File: src/rtl/ped_xwalk_if.sv
// ped_xwalk_if: signal bundle between the traffic-light side and the
// pedestrian crosswalk controller.
//
// Handshake semantics: there is no valid/ready pair. Every field is a level
// sampled on each rising clk edge. The master (traffic-light FSM plus push
// buttons) drives red/yellow/request levels continuously. The slave
// (ped_xwalk_ctrl) drives registered lamp, pending and countdown levels that
// are valid in every cycle after reset.
//
// Fields:
//   red_trffc_light [NUM_XWALK]        traffic red lamp per channel
//   ylw_trffc_light [NUM_XWALK]        traffic yellow lamp per channel
//   ped_req         [NUM_XWALK]        push-button level (pre-debounced)
//   walk_light      [NUM_XWALK]        walk lamp
//   stop_light      [NUM_XWALK]        don't-walk lamp
//   ped_wait        [NUM_XWALK]        request pending indicator
//   countdown       [NUM_XWALK*CNT_W]  clearance seconds, channel i at [i*CNT_W +: CNT_W]
interface ped_xwalk_if #(
  parameter int NUM_XWALK = 2,
  parameter int CNT_W     = 4
);
  logic [NUM_XWALK-1:0]       red_trffc_light;
  logic [NUM_XWALK-1:0]       ylw_trffc_light;
  logic [NUM_XWALK-1:0]       ped_req;
  logic [NUM_XWALK-1:0]       walk_light;
  logic [NUM_XWALK-1:0]       stop_light;
  logic [NUM_XWALK-1:0]       ped_wait;
  logic [NUM_XWALK*CNT_W-1:0] countdown;

  modport master (
    output red_trffc_light, ylw_trffc_light, ped_req,
    input  walk_light, stop_light, ped_wait, countdown
  );

  modport slave (
    input  red_trffc_light, ylw_trffc_light, ped_req,
    output walk_light, stop_light, ped_wait, countdown
  );
endinterface

File: src/rtl/ped_xwalk_ctrl.sv
// ped_xwalk_ctrl: multi-channel pedestrian crosswalk controller.
//
// Each channel follows the red/yellow outputs of its traffic-light channel
// and runs STOP -> WALK -> FLASH -> STOP. Push-button requests are latched.
// WALK lasts WALK_SEC ticks. The flashing clearance lasts FLASH_SEC ticks and
// shows a seconds countdown. Dropping red during WALK or FLASH aborts to STOP
// at once. Each channel gets at most one WALK per red phase.
//
// Optional feature macro: AUTO_WALK_EN. When it is defined, every red phase
// gets one WALK with no button press needed. Presses are still latched into
// ped_wait.
//
// Ports:
//   clk        system clock
//   rst        synchronous, active-high reset
//   xw         ped_xwalk_if.slave: traffic lamps and buttons in; registered
//              walk/stop lamps, ped_wait and countdown out
//   state_dbg  per-channel FSM state, channel i at [2*i +: 2]
//              (0 = STOP, 1 = WALK, 2 = FLASH)
module ped_xwalk_ctrl #(
  parameter int NUM_XWALK = 2,
  parameter int TICK_DIV  = 100000000,
  parameter int WALK_SEC  = 7,
  parameter int FLASH_SEC = 5,
  parameter int CNT_W     = 4
) (
  input  logic                   clk,
  input  logic                   rst,
  ped_xwalk_if.slave             xw,
  output logic [2*NUM_XWALK-1:0] state_dbg
);

  typedef enum logic [1:0] {
    ST_STOP  = 2'd0,
    ST_WALK  = 2'd1,
    ST_FLASH = 2'd2
  } state_t;

  localparam int TICK_W = (TICK_DIV > 1) ? $clog2(TICK_DIV) : 1;
  localparam logic [TICK_W-1:0] TICK_LAST = TICK_W'(TICK_DIV - 1);

  // Shared free-running tick generator. It is never restarted on a state
  // entry, so the first tick of an interval may come early.
  logic [TICK_W-1:0] tick_cnt;
  logic              tick;

  assign tick = (tick_cnt == TICK_LAST);

  always_ff @(posedge clk) begin
    if (rst) begin
      tick_cnt <= '0;
    end else if (tick) begin
      tick_cnt <= '0;
    end else begin
      tick_cnt <= tick_cnt + TICK_W'(1);
    end
  end

  state_t                     st_q   [NUM_XWALK];
  state_t                     st_d   [NUM_XWALK];
  logic [CNT_W-1:0]           tmr_q  [NUM_XWALK];
  logic [CNT_W-1:0]           tmr_d  [NUM_XWALK];
  logic [NUM_XWALK-1:0]       phase_q, phase_d;
  logic [NUM_XWALK-1:0]       served_q, served_d;
  logic [NUM_XWALK-1:0]       wait_q, wait_d;
  logic [NUM_XWALK-1:0]       walk_q, walk_d;
  logic [NUM_XWALK-1:0]       stop_q, stop_d;
  logic [NUM_XWALK*CNT_W-1:0] cd_q, cd_d;
  logic [NUM_XWALK-1:0]       walk_ok;

  always_comb begin
    for (int i = 0; i < NUM_XWALK; i++) begin
      st_d[i]     = st_q[i];
      tmr_d[i]    = tmr_q[i];
      phase_d[i]  = phase_q[i];
      served_d[i] = served_q[i];
      wait_d[i]   = wait_q[i];

      // A press in the same cycle as the entry condition counts.
`ifdef AUTO_WALK_EN
      walk_ok[i] = xw.red_trffc_light[i] & ~xw.ylw_trffc_light[i] & ~served_q[i];
`else
      walk_ok[i] = xw.red_trffc_light[i] & ~xw.ylw_trffc_light[i] & ~served_q[i]
                   & (wait_q[i] | xw.ped_req[i]);
`endif

      case (st_q[i])
        ST_STOP: begin
          wait_d[i] = wait_q[i] | xw.ped_req[i];
          if (walk_ok[i]) begin
            st_d[i]     = ST_WALK;
            tmr_d[i]    = CNT_W'(WALK_SEC);
            wait_d[i]   = 1'b0;
            served_d[i] = 1'b1;
          end
        end
        ST_WALK: begin
          // Loss of red is a safety abort and wins over a tick.
          if (!xw.red_trffc_light[i]) begin
            st_d[i]  = ST_STOP;
            tmr_d[i] = '0;
          end else if (tick && tmr_q[i] != '0) begin
            if (tmr_q[i] == CNT_W'(1)) begin
              st_d[i]    = ST_FLASH;
              tmr_d[i]   = CNT_W'(FLASH_SEC);
              phase_d[i] = 1'b1;
            end else begin
              tmr_d[i] = tmr_q[i] - CNT_W'(1);
            end
          end
        end
        ST_FLASH: begin
          // This press is served in the next red phase.
          wait_d[i] = wait_q[i] | xw.ped_req[i];
          if (!xw.red_trffc_light[i]) begin
            st_d[i]    = ST_STOP;
            tmr_d[i]   = '0;
            phase_d[i] = 1'b0;
          end else if (tick && tmr_q[i] != '0) begin
            if (tmr_q[i] == CNT_W'(1)) begin
              st_d[i]    = ST_STOP;
              tmr_d[i]   = '0;
              phase_d[i] = 1'b0;
            end else begin
              tmr_d[i]   = tmr_q[i] - CNT_W'(1);
              phase_d[i] = ~phase_q[i];
            end
          end
        end
        default: begin
          st_d[i]  = ST_STOP;
          tmr_d[i] = '0;
        end
      endcase

      // The served flag lasts only for the current red phase.
      if (!xw.red_trffc_light[i]) begin
        served_d[i] = 1'b0;
      end

      // Lamps are decoded from the next state and registered, so they
      // change one cycle after the cause.
      walk_d[i] = (st_d[i] == ST_WALK);
      stop_d[i] = (st_d[i] == ST_STOP) | ((st_d[i] == ST_FLASH) & phase_d[i]);
      cd_d[i*CNT_W +: CNT_W] = (st_d[i] == ST_FLASH) ? tmr_d[i] : '0;
    end
  end

  always_ff @(posedge clk) begin
    if (rst) begin
      for (int i = 0; i < NUM_XWALK; i++) begin
        st_q[i]  <= ST_STOP;
        tmr_q[i] <= '0;
      end
      phase_q  <= '0;
      served_q <= '0;
      wait_q   <= '0;
      walk_q   <= '0;
      stop_q   <= '1;
      cd_q     <= '0;
    end else begin
      for (int i = 0; i < NUM_XWALK; i++) begin
        st_q[i]  <= st_d[i];
        tmr_q[i] <= tmr_d[i];
      end
      phase_q  <= phase_d;
      served_q <= served_d;
      wait_q   <= wait_d;
      walk_q   <= walk_d;
      stop_q   <= stop_d;
      cd_q     <= cd_d;
    end
  end

  assign xw.walk_light = walk_q;
  assign xw.stop_light = stop_q;
  assign xw.ped_wait   = wait_q;
  assign xw.countdown  = cd_q;

  always_comb begin
    state_dbg = '0;
    for (int i = 0; i < NUM_XWALK; i++) begin
      state_dbg[2*i +: 2] = st_q[i];
    end
  end

endmodule

File: src/flat_wrapper.sv
// flat-port wrapper written by rule: the top's interface ports become plain ports
module ped_xwalk_ctrl_flat 
#(
  parameter int NUM_XWALK = 2,
  parameter int TICK_DIV  = 100000000,
  parameter int WALK_SEC  = 7,
  parameter int FLASH_SEC = 5,
  parameter int CNT_W     = 4
)
  (clk, rst, state_dbg, xw_red_trffc_light, xw_ylw_trffc_light, xw_ped_req, xw_walk_light, xw_stop_light, xw_ped_wait, xw_countdown);
  ped_xwalk_if #(.NUM_XWALK(NUM_XWALK), .CNT_W(CNT_W)) xw_i ();
  input  logic clk;
  input  logic rst;
  output logic [2*NUM_XWALK-1:0] state_dbg;
  input wire logic [$bits(xw_i.red_trffc_light)-1:0] xw_red_trffc_light;
  input wire logic [$bits(xw_i.ylw_trffc_light)-1:0] xw_ylw_trffc_light;
  input wire logic [$bits(xw_i.ped_req)-1:0] xw_ped_req;
  output wire logic [$bits(xw_i.walk_light)-1:0] xw_walk_light;
  output wire logic [$bits(xw_i.stop_light)-1:0] xw_stop_light;
  output wire logic [$bits(xw_i.ped_wait)-1:0] xw_ped_wait;
  output wire logic [$bits(xw_i.countdown)-1:0] xw_countdown;
  assign xw_i.red_trffc_light = xw_red_trffc_light;
  assign xw_i.ylw_trffc_light = xw_ylw_trffc_light;
  assign xw_i.ped_req = xw_ped_req;
  assign xw_walk_light = xw_i.walk_light;
  assign xw_stop_light = xw_i.stop_light;
  assign xw_ped_wait = xw_i.ped_wait;
  assign xw_countdown = xw_i.countdown;
  ped_xwalk_ctrl #(.NUM_XWALK(NUM_XWALK), .TICK_DIV(TICK_DIV), .WALK_SEC(WALK_SEC), .FLASH_SEC(FLASH_SEC), .CNT_W(CNT_W)) u_core (.clk(clk), .rst(rst), .xw(xw_i), .state_dbg(state_dbg));
endmodule
File: config.mk
export PLATFORM = sky130hd
export DESIGN_NAME = ped_xwalk_ctrl_flat
export DESIGN_NICKNAME = d
export VERILOG_FILES = /design/src/rtl/ped_xwalk_if.sv /design/src/rtl/ped_xwalk_ctrl.sv /design/src/flat_wrapper.sv
export SDC_FILE = /design/constraint.sdc
export NUM_CORES = 1
export LEC_CHECK = 0
export ABC_CLOCK_PERIOD_IN_PS = 2500
export BUFFER_PORTS_ARGS = -buffer_cell sky130_fd_sc_hd__buf_4
export CORE_ASPECT_RATIO = 1.5
export CORE_UTILIZATION = 60
export CTS_BUF_LIST = sky130_fd_sc_hd__clkbuf_8
export CTS_CLUSTER_SIZE = 28
export DETAILED_ROUTE_END_ITERATION = 16
export GPL_TIMING_DRIVEN = 0
export PLACE_DENSITY = 0.87
export SLEW_MARGIN = 0
export SYNTH_ARGS = -nofsm -noshare
export SYNTH_HDL_FRONTEND = slang
export SYNTH_SLANG_ARGS = --single-unit
File: constraint.sdc
create_clock -name clk -period 2.5 [get_ports clk]
set_input_delay 0.25 -clock clk [delete_from_list [all_inputs] [get_ports clk]]
set_output_delay 0.25 -clock clk [all_outputs]
set_load 0.05 [all_outputs]
==> flow_metrics.py, run 1 <==
metrics = {
    "status": {
        "status": "finished, final reports clean",
    },
    "floorplanning": {
        "fp.dieW_um": 59.3,
        "initial_utilization": 0.640,
        "coreArea_mm2": 0.00462,
        "num_rows": 30,
        "num_io_pins": 26,
        "die_y_um": 87.9,
        "dieArea_mm2": 0.00521,
    },
    "worst_setup_path": {
        "cp_slowest_stage_delay_ns": 0.42,
        "worstPathMaxFanout": 10,
        "startpoint_type": "flop",
        "cp.arrival_ns": 2.55,
        "cp_num_buf_inv": 2,
        "crit_type": "reg -> reg",
        "cp_slowest_cell": "nor4bb_1",
        "crit_path_end_kind": "flop",
        "path_delay_family": "simple AND/OR/NAND/NOR gates",
        "crit_chain": "inv_1 > ha_1 > clkbuf_1 > nor4bb_1 > nor2b_2 > o221a_2 > a21oi_2 > nand4_2 > nor2_1",
        "critPathRequiredTime_ns": 2.73,
    },
    "finish": {
        "diodes": 0,
        "area_growth_pct": 14.9,
        "fin_util": 0.735,
        "fin_area_mm2": 0.00339,
        "nets": 406,
        "drive_above_1_share": 0.137,
    },
    "routing": {
        "ant_nets": 0,
        "drt_iter0_markers": 129,
        "vias": 2630,
        "vias_per_cell": 5.84,
        "drtPass1Iterations": 4,
        "wl_per_cell_um": 14.2,
        "drc": 0,
        "wl_mm": 6.39,
    },
    "sta": {
        "whs_ns": 0.148,
        "setup-violations-final": 0,
        "skew_ns": 0.0131,
        "grt_setup_unrepaired": "false",
        "finalSetupTns_ns": 0,
        "fmax_mhz": 431,
        "period_share": 0.929,
        "layout_min_cycle_time_ns": 2.32,
        "slew_headroom": 0.594,
        "drv_slew": 0,
        "tightest_slew_ns": 0.608,
        "hold_viol_final": 0,
    },
    "grt": {
        "antenna_found_initial": 0,
        "grt_overflow": 0,
        "grt_pass1_vias": 2438,
        "grt_max_degree": 11,
        "track_usage": 0.270,
        "grt_first_pass_wirelength_mm": 10.5,
    },
    "placed_design": {
        "dp_hpwl_mm": 4.64,
        "gp_congestion": 0.897,
        "placed_cell_area_mm2": 0.00322,
        "port_buffers": 25,
    },
    "flow_run": {
        "cap_violations": 0,
    },
    "clock_tree": {
        "postCtsSetupBuffers": 0,
        "clockBufferDepth": 2,
        "clock_sinks": 57,
        "cts_buffers": 9,
        "hold_buffers": 0,
        "insertion_delay_ns": 0.35,
        "clockRootBuffer": "clkbuf_8",
        "cts_tree": "done",
        "clk_pin_slew_ns": 0.07,
        "cts_htree_levels": 3,
    },
    "logic_synthesis": {
        "yosysUniqueCellTypes": 62,
        "yosysWarnings": 0,
        "synth_enable_flop_cells": 0,
        "synth.most_common_cell": "dfxtp_1",
        "synth_nets": 370,
        "synth_common_cells": "dfxtp_1 (57), nor2_1 (53), inv_1 (23)",
        "synth_seq_cells": 57,
        "syn_area_mm2": 0.00295,
        "synth_top_cells_by_area": "dfxtp_1 (39%), nor2_1 (6.7%), ha_1 (6.4%), xnor2_1 (3.6%), inv_1 (2.9%)",
        "yosysTopAreaCell": "dfxtp_1",
        "seq_area_frac_synth": 0.386,
        "synth_cells": 347,
        "synth_top_flop_cell": "dfxtp_1",
        "syn_area_per_cell_um2": 8.51,
        "async_flop_share": 0,
        "synth_top_area_share": 0.386,
    },
    "power": {
        "leakagePower_nw": 1.31,
        "vdd_drop_max_uv": 465,
        "finalPower_mw": 1.93,
        "power_density_mw_per_mm2": 567,
    },
    "worst_hold_path": {
        "hp-class": "in -> reg",
    },
}
## worst paths after layout
check,start,endpoint,slack (ns),depth (start not counted)
hold reg to reg,u_core.tick_cnt[0],u_core.tick_cnt[0],0.44,1
hold / removal,rst,u_core.phase_q[1],0.15,2
setup / recovery,u_core.st_q[0][1],u_core.xw.countdown[2],0.18,9
setup reg to reg,u_core.st_q[0][1],u_core.xw.countdown[2],0.18,9
## layout by cell type, fill, tap and decap left out, drive strengths merged, types with 2 or more instances in the layout
| cell | count |
|---|---|
| a31oi | 4 |
| a21oi | 13 |
| dfxtp | 57 |
| o211ai | 4 |
| a311oi | 2 |
| ha | 15 |
| nand3 | 16 |
| a21o | 4 |
| nand2b | 3 |
| nor2 | 53 |
| clkbuf | 19 |
| inv | 23 |
| nor4 | 2 |
| buf | 28 |
| clkinv | 2 |
| and3 | 9 |
| o31ai | 2 |
| nand4 | 10 |
| nor3 | 11 |
| or3b | 2 |
| nor4b | 2 |
| o21ai | 14 |
| or2 | 2 |
| nor2b | 9 |
| xor2 | 9 |
| and4 | 5 |
| a221oi | 2 |
| nand2 | 15 |
| xnor2 | 12 |
| o21a | 7 |
| or3 | 5 |
## per-layer routing
layer	GRT usage	part of all wire
met5	0	0
met3	0.0443	0.037
met4	0.190	0.035
met1	0.285	0.41
met2	0.474	0.52
## flip-flops by register name (all words and copies together), names as in the netlist
name                  flops
u_core.xw.ped_wait        2
u_core.st_q               4
u_core.tick_cnt          27
u_core.xw.stop_light      2
u_core.tmr_q              8
u_core.xw.countdown       8
u_core.xw.walk_light      2
u_core.served_q           2
u_core.phase_q            2
## kinds of logic (layout without fill, tap and decap cells)
family | after synthesis | after routing | share of synthesized area
AND/OR/NAND/NOR | 151 | 151 | 0.279
AO/OA/AOI/OAI | 68 | 68 | 0.158
flip-flops | 57 | 57 | 0.386
buffers and inverters | 34 | 73 | 0.0466
XOR/XNOR | 21 | 21 | 0.0623
adder cells (fa/ha/maj) | 15 | 15 | 0.0635
multiplexers | 1 | 1 | 0.00381
## repair_timing
action / CTS / global route
endpoints found under the setup margin: 0 / 10
resized for setup: 0 / 2
endpoints found under the hold margin: 0 / 0
## cell type report
cell class	instances	area [um^2]
multi-input cells	256	1680
fillers	352	1220
flip-flops and latches	57	1140
repair buffers	25	188
clock buffers	11	151
inverters	23	86.3
well taps	64	80.1
plain buffers	11	51.3
clock inverters	3	17.5
## per-stage QoR
stage                     setup slack [ns]  instances
after floorplan                      0.248        347
after global placement               0.124        436
after detailed placement             0.109        436
after CTS                           0.0992        450
after global routing               0.00406        450
final                                0.178        450
## power breakdown
part	switching [mW]	leakage, nW	internal (mW)
clock	0.352	0.0871	0.398
combinational	0.143	0.766	0.0845
sequential	0.0173	0.462	0.930
(Power assumes the default switching activity.)
==> run 2, diff against run 1 <==
--- a/config.mk
+++ b/config.mk
@@ -8,12 +8,10 @@
 export ABC_CLOCK_PERIOD_IN_PS = 2500
 export BUFFER_PORTS_ARGS = -buffer_cell sky130_fd_sc_hd__buf_4
 export CORE_ASPECT_RATIO = 1.5
-export CORE_UTILIZATION = 60
-export CTS_BUF_LIST = sky130_fd_sc_hd__clkbuf_8
+export CORE_UTILIZATION = 59
 export CTS_CLUSTER_SIZE = 28
 export DETAILED_ROUTE_END_ITERATION = 16
-export GPL_TIMING_DRIVEN = 0
-export PLACE_DENSITY = 0.87
+export PLACE_DENSITY = 0.86
 export SLEW_MARGIN = 0
 export SYNTH_ARGS = -nofsm -noshare
 export SYNTH_HDL_FRONTEND = slang
==> run 2 against run 1 <==
Against the previous run:
- maximum frequency rose by 2.2%
- worst hold slack improved by 0.071 ns
- cell area fell by 0.26%
- setup slack improved by 0.051 ns
- critical path type unchanged
- largest cell class unchanged
- highest routed layer unchanged
==> flow_metrics.py, run 2 (synthesis results as in run 1) <==
metrics = {
    "worst_setup_path": {
        "startpoint_type": "flop",
        "worstPathMaxFanout": 5,
        "cp_slowest_cell": "or4_4",
        "critPathRequiredTime_ns": 2.77,
        "cp_slowest_stage_delay_ns": 0.43,
        "crit_chain": "inv_1 > ha_1 > or3b_1 > or2_1 > or4_4 > a21oi_2 > nand4_2 > nor2b_1",
        "cp.arrival_ns": 2.54,
        "crit_type": "reg -> reg",
        "crit_path_end_kind": "flop",
    },
    "clock_tree": {
        "insertion_delay_ns": 0.33,
        "hold_buffers": 0,
        "clockBufferDepth": 2,
        "cts_buffers": 9,
        "postCtsSetupBuffers": 0,
        "clock_sinks": 57,
        "cts_htree_levels": 3,
        "clockRootBuffer": "clkbuf_8",
        "cts_tree": "done",
        "clk_pin_slew_ns": 0.06,
        "cts_resized": 0,
    },
    "power": {
        "pwr-share-seq": 0.475,
        "vdd_drop_max_uv": 507,
        "switching_share": 0.248,
        "power_density_mw_per_mm2": 590,
        "leakagePower_nw": 1.32,
        "internal_power_mw": 1.50,
        "combPwrFrac": 0.114,
        "clockPowerShare": 0.411,
        "p_switching_uw": 495,
    },
    "routing": {
        "drt_iter0_markers": 142,
        "drc": 0,
        "ant_nets": 0,
        "vias_per_cell": 5.83,
        "wl_per_cell_um": 14.6,
        "drtPass1Iterations": 4,
        "vias": 2598,
        "wl_mm": 6.49,
    },
    "grt": {
        "antenna_found_initial": 0,
        "grt_max_degree": 27,
        "grt_first_pass_wirelength_mm": 10.8,
        "grt_overflow": 0,
        "track_usage": 0.275,
        "grt_pass1_vias": 2504,
    },
    "sta": {
        "skew_ns": 0.00447,
        "period_share": 0.908,
        "tightest_slew_ns": 0.542,
        "setup-violations-final": 0,
        "hold_viol_final": 0,
        "slew_headroom": 0.634,
        "drv_slew": 0,
        "layout_min_cycle_time_ns": 2.27,
        "finalSetupTns_ns": 0,
        "fmax_mhz": 440,
        "grt_setup_unrepaired": "false",
    },
    "finish": {
        "nets": 398,
        "largest_reg_flops": 27,
        "diodes": 0,
        "fin_util": 0.704,
        "final_cell_mix": "dfxtp_1 (57), nor2_1 (53), buf_4 (28)",
        "max_flop_register": "u_core.tick_cnt",
        "final_common_cell": "dfxtp_1",
        "drive_above_1_share": 0.134,
        "area_growth_pct": 14.6,
    },
    "status": {
        "status": "finished, final reports clean",
    },
    "floorplanning": {
        "coreArea_mm2": 0.00481,
        "num_io_pins": 26,
        "initial_utilization": 0.614,
        "die_y_um": 88.7,
        "dieArea_mm2": 0.00530,
        "num_rows": 31,
        "fp.dieW_um": 59.8,
    },
    "placed_design": {
        "port_buffers": 25,
        "gp_congestion": 0.990,
        "dp_hpwl_mm": 4.82,
    },
    "flow_run": {
        "cap_violations": 0,
    },
    "worst_hold_path": {
        "hp-class": "in -> reg",
    },
}
## run 2: power groups by stage
stage / Clock (mW) / Sequential (mW) / Combinational [mW]
final: 0.821 / 0.947 / 0.228
after global placement: 0 / 0.966 / 0.226
after detailed placement: 0 / 0.967 / 0.226
after floorplan: 0 / 0.996 / 0.130
after global routing: 0.876 / 0.949 / 0.251
after CTS: 0.842 / 0.947 / 0.227
## run 2: through the flow
stage | hold slack, ns | area (um^2) | instances | total power [mW] | setup WS (ns)
floorplan | 0.322 | 2950 | 347 | 1.13 | 0.248
global placement | 0.422 | 3200 | 430 | 1.19 | 0.320
detailed placement | 0.442 | 3200 | 430 | 1.19 | 0.260
CTS | 0.208 | 3380 | 446 | 2.02 | 0.241
global route | 0.224 | 3380 | 446 | 2.08 | 0.125
finish | 0.219 | 3380 | 446 | 2.00 | 0.229
## run 2: area by class of cell
cell class	count	area (um^2)
multi-input combinational	256	1680
fill	392	1430
timing repair buffer	28	210
inverter	23	86.3
sequential	57	1140
clock buffer	13	149
tap	66	82.6
clock inverter	3	40.0
## run 2: final timing paths
check | slack, ns | start | end | depth (start not counted)
worst min register to register | 0.45 | u_core.tick_cnt[0] | u_core.tick_cnt[0] | 1
worst max register to register | 0.23 | u_core.tmr_q[0][1] | u_core.xw.countdown[3] | 8
worst max-delay path | 0.23 | u_core.tmr_q[0][1] | u_core.xw.countdown[3] | 8
worst min-delay path | 0.22 | xw_ped_req[0] | u_core.xw.ped_wait[0] | 3
## run 2: critical path, delay by kind of cell (launching register included)
| kind | cells | cell delay (ns) |
|---|---|---|
| buf+inv | 1 | 0.12 |
| compound gates | 1 | 0.15 |
| simple gates | 5 | 1.44 |
| fa+ha+maj | 1 | 0.18 |
| flops | 1 | 0.31 |
## run 2: per-layer routing
metal  vias to the layer above  part of all wire  global-route usage
met1                      1222              0.37               0.266
met2                        63              0.54               0.492
met4                         0             0.050               0.195
met3                        29             0.035              0.0716
met5                         -                 0                   0
li1                       1284                 -                   -
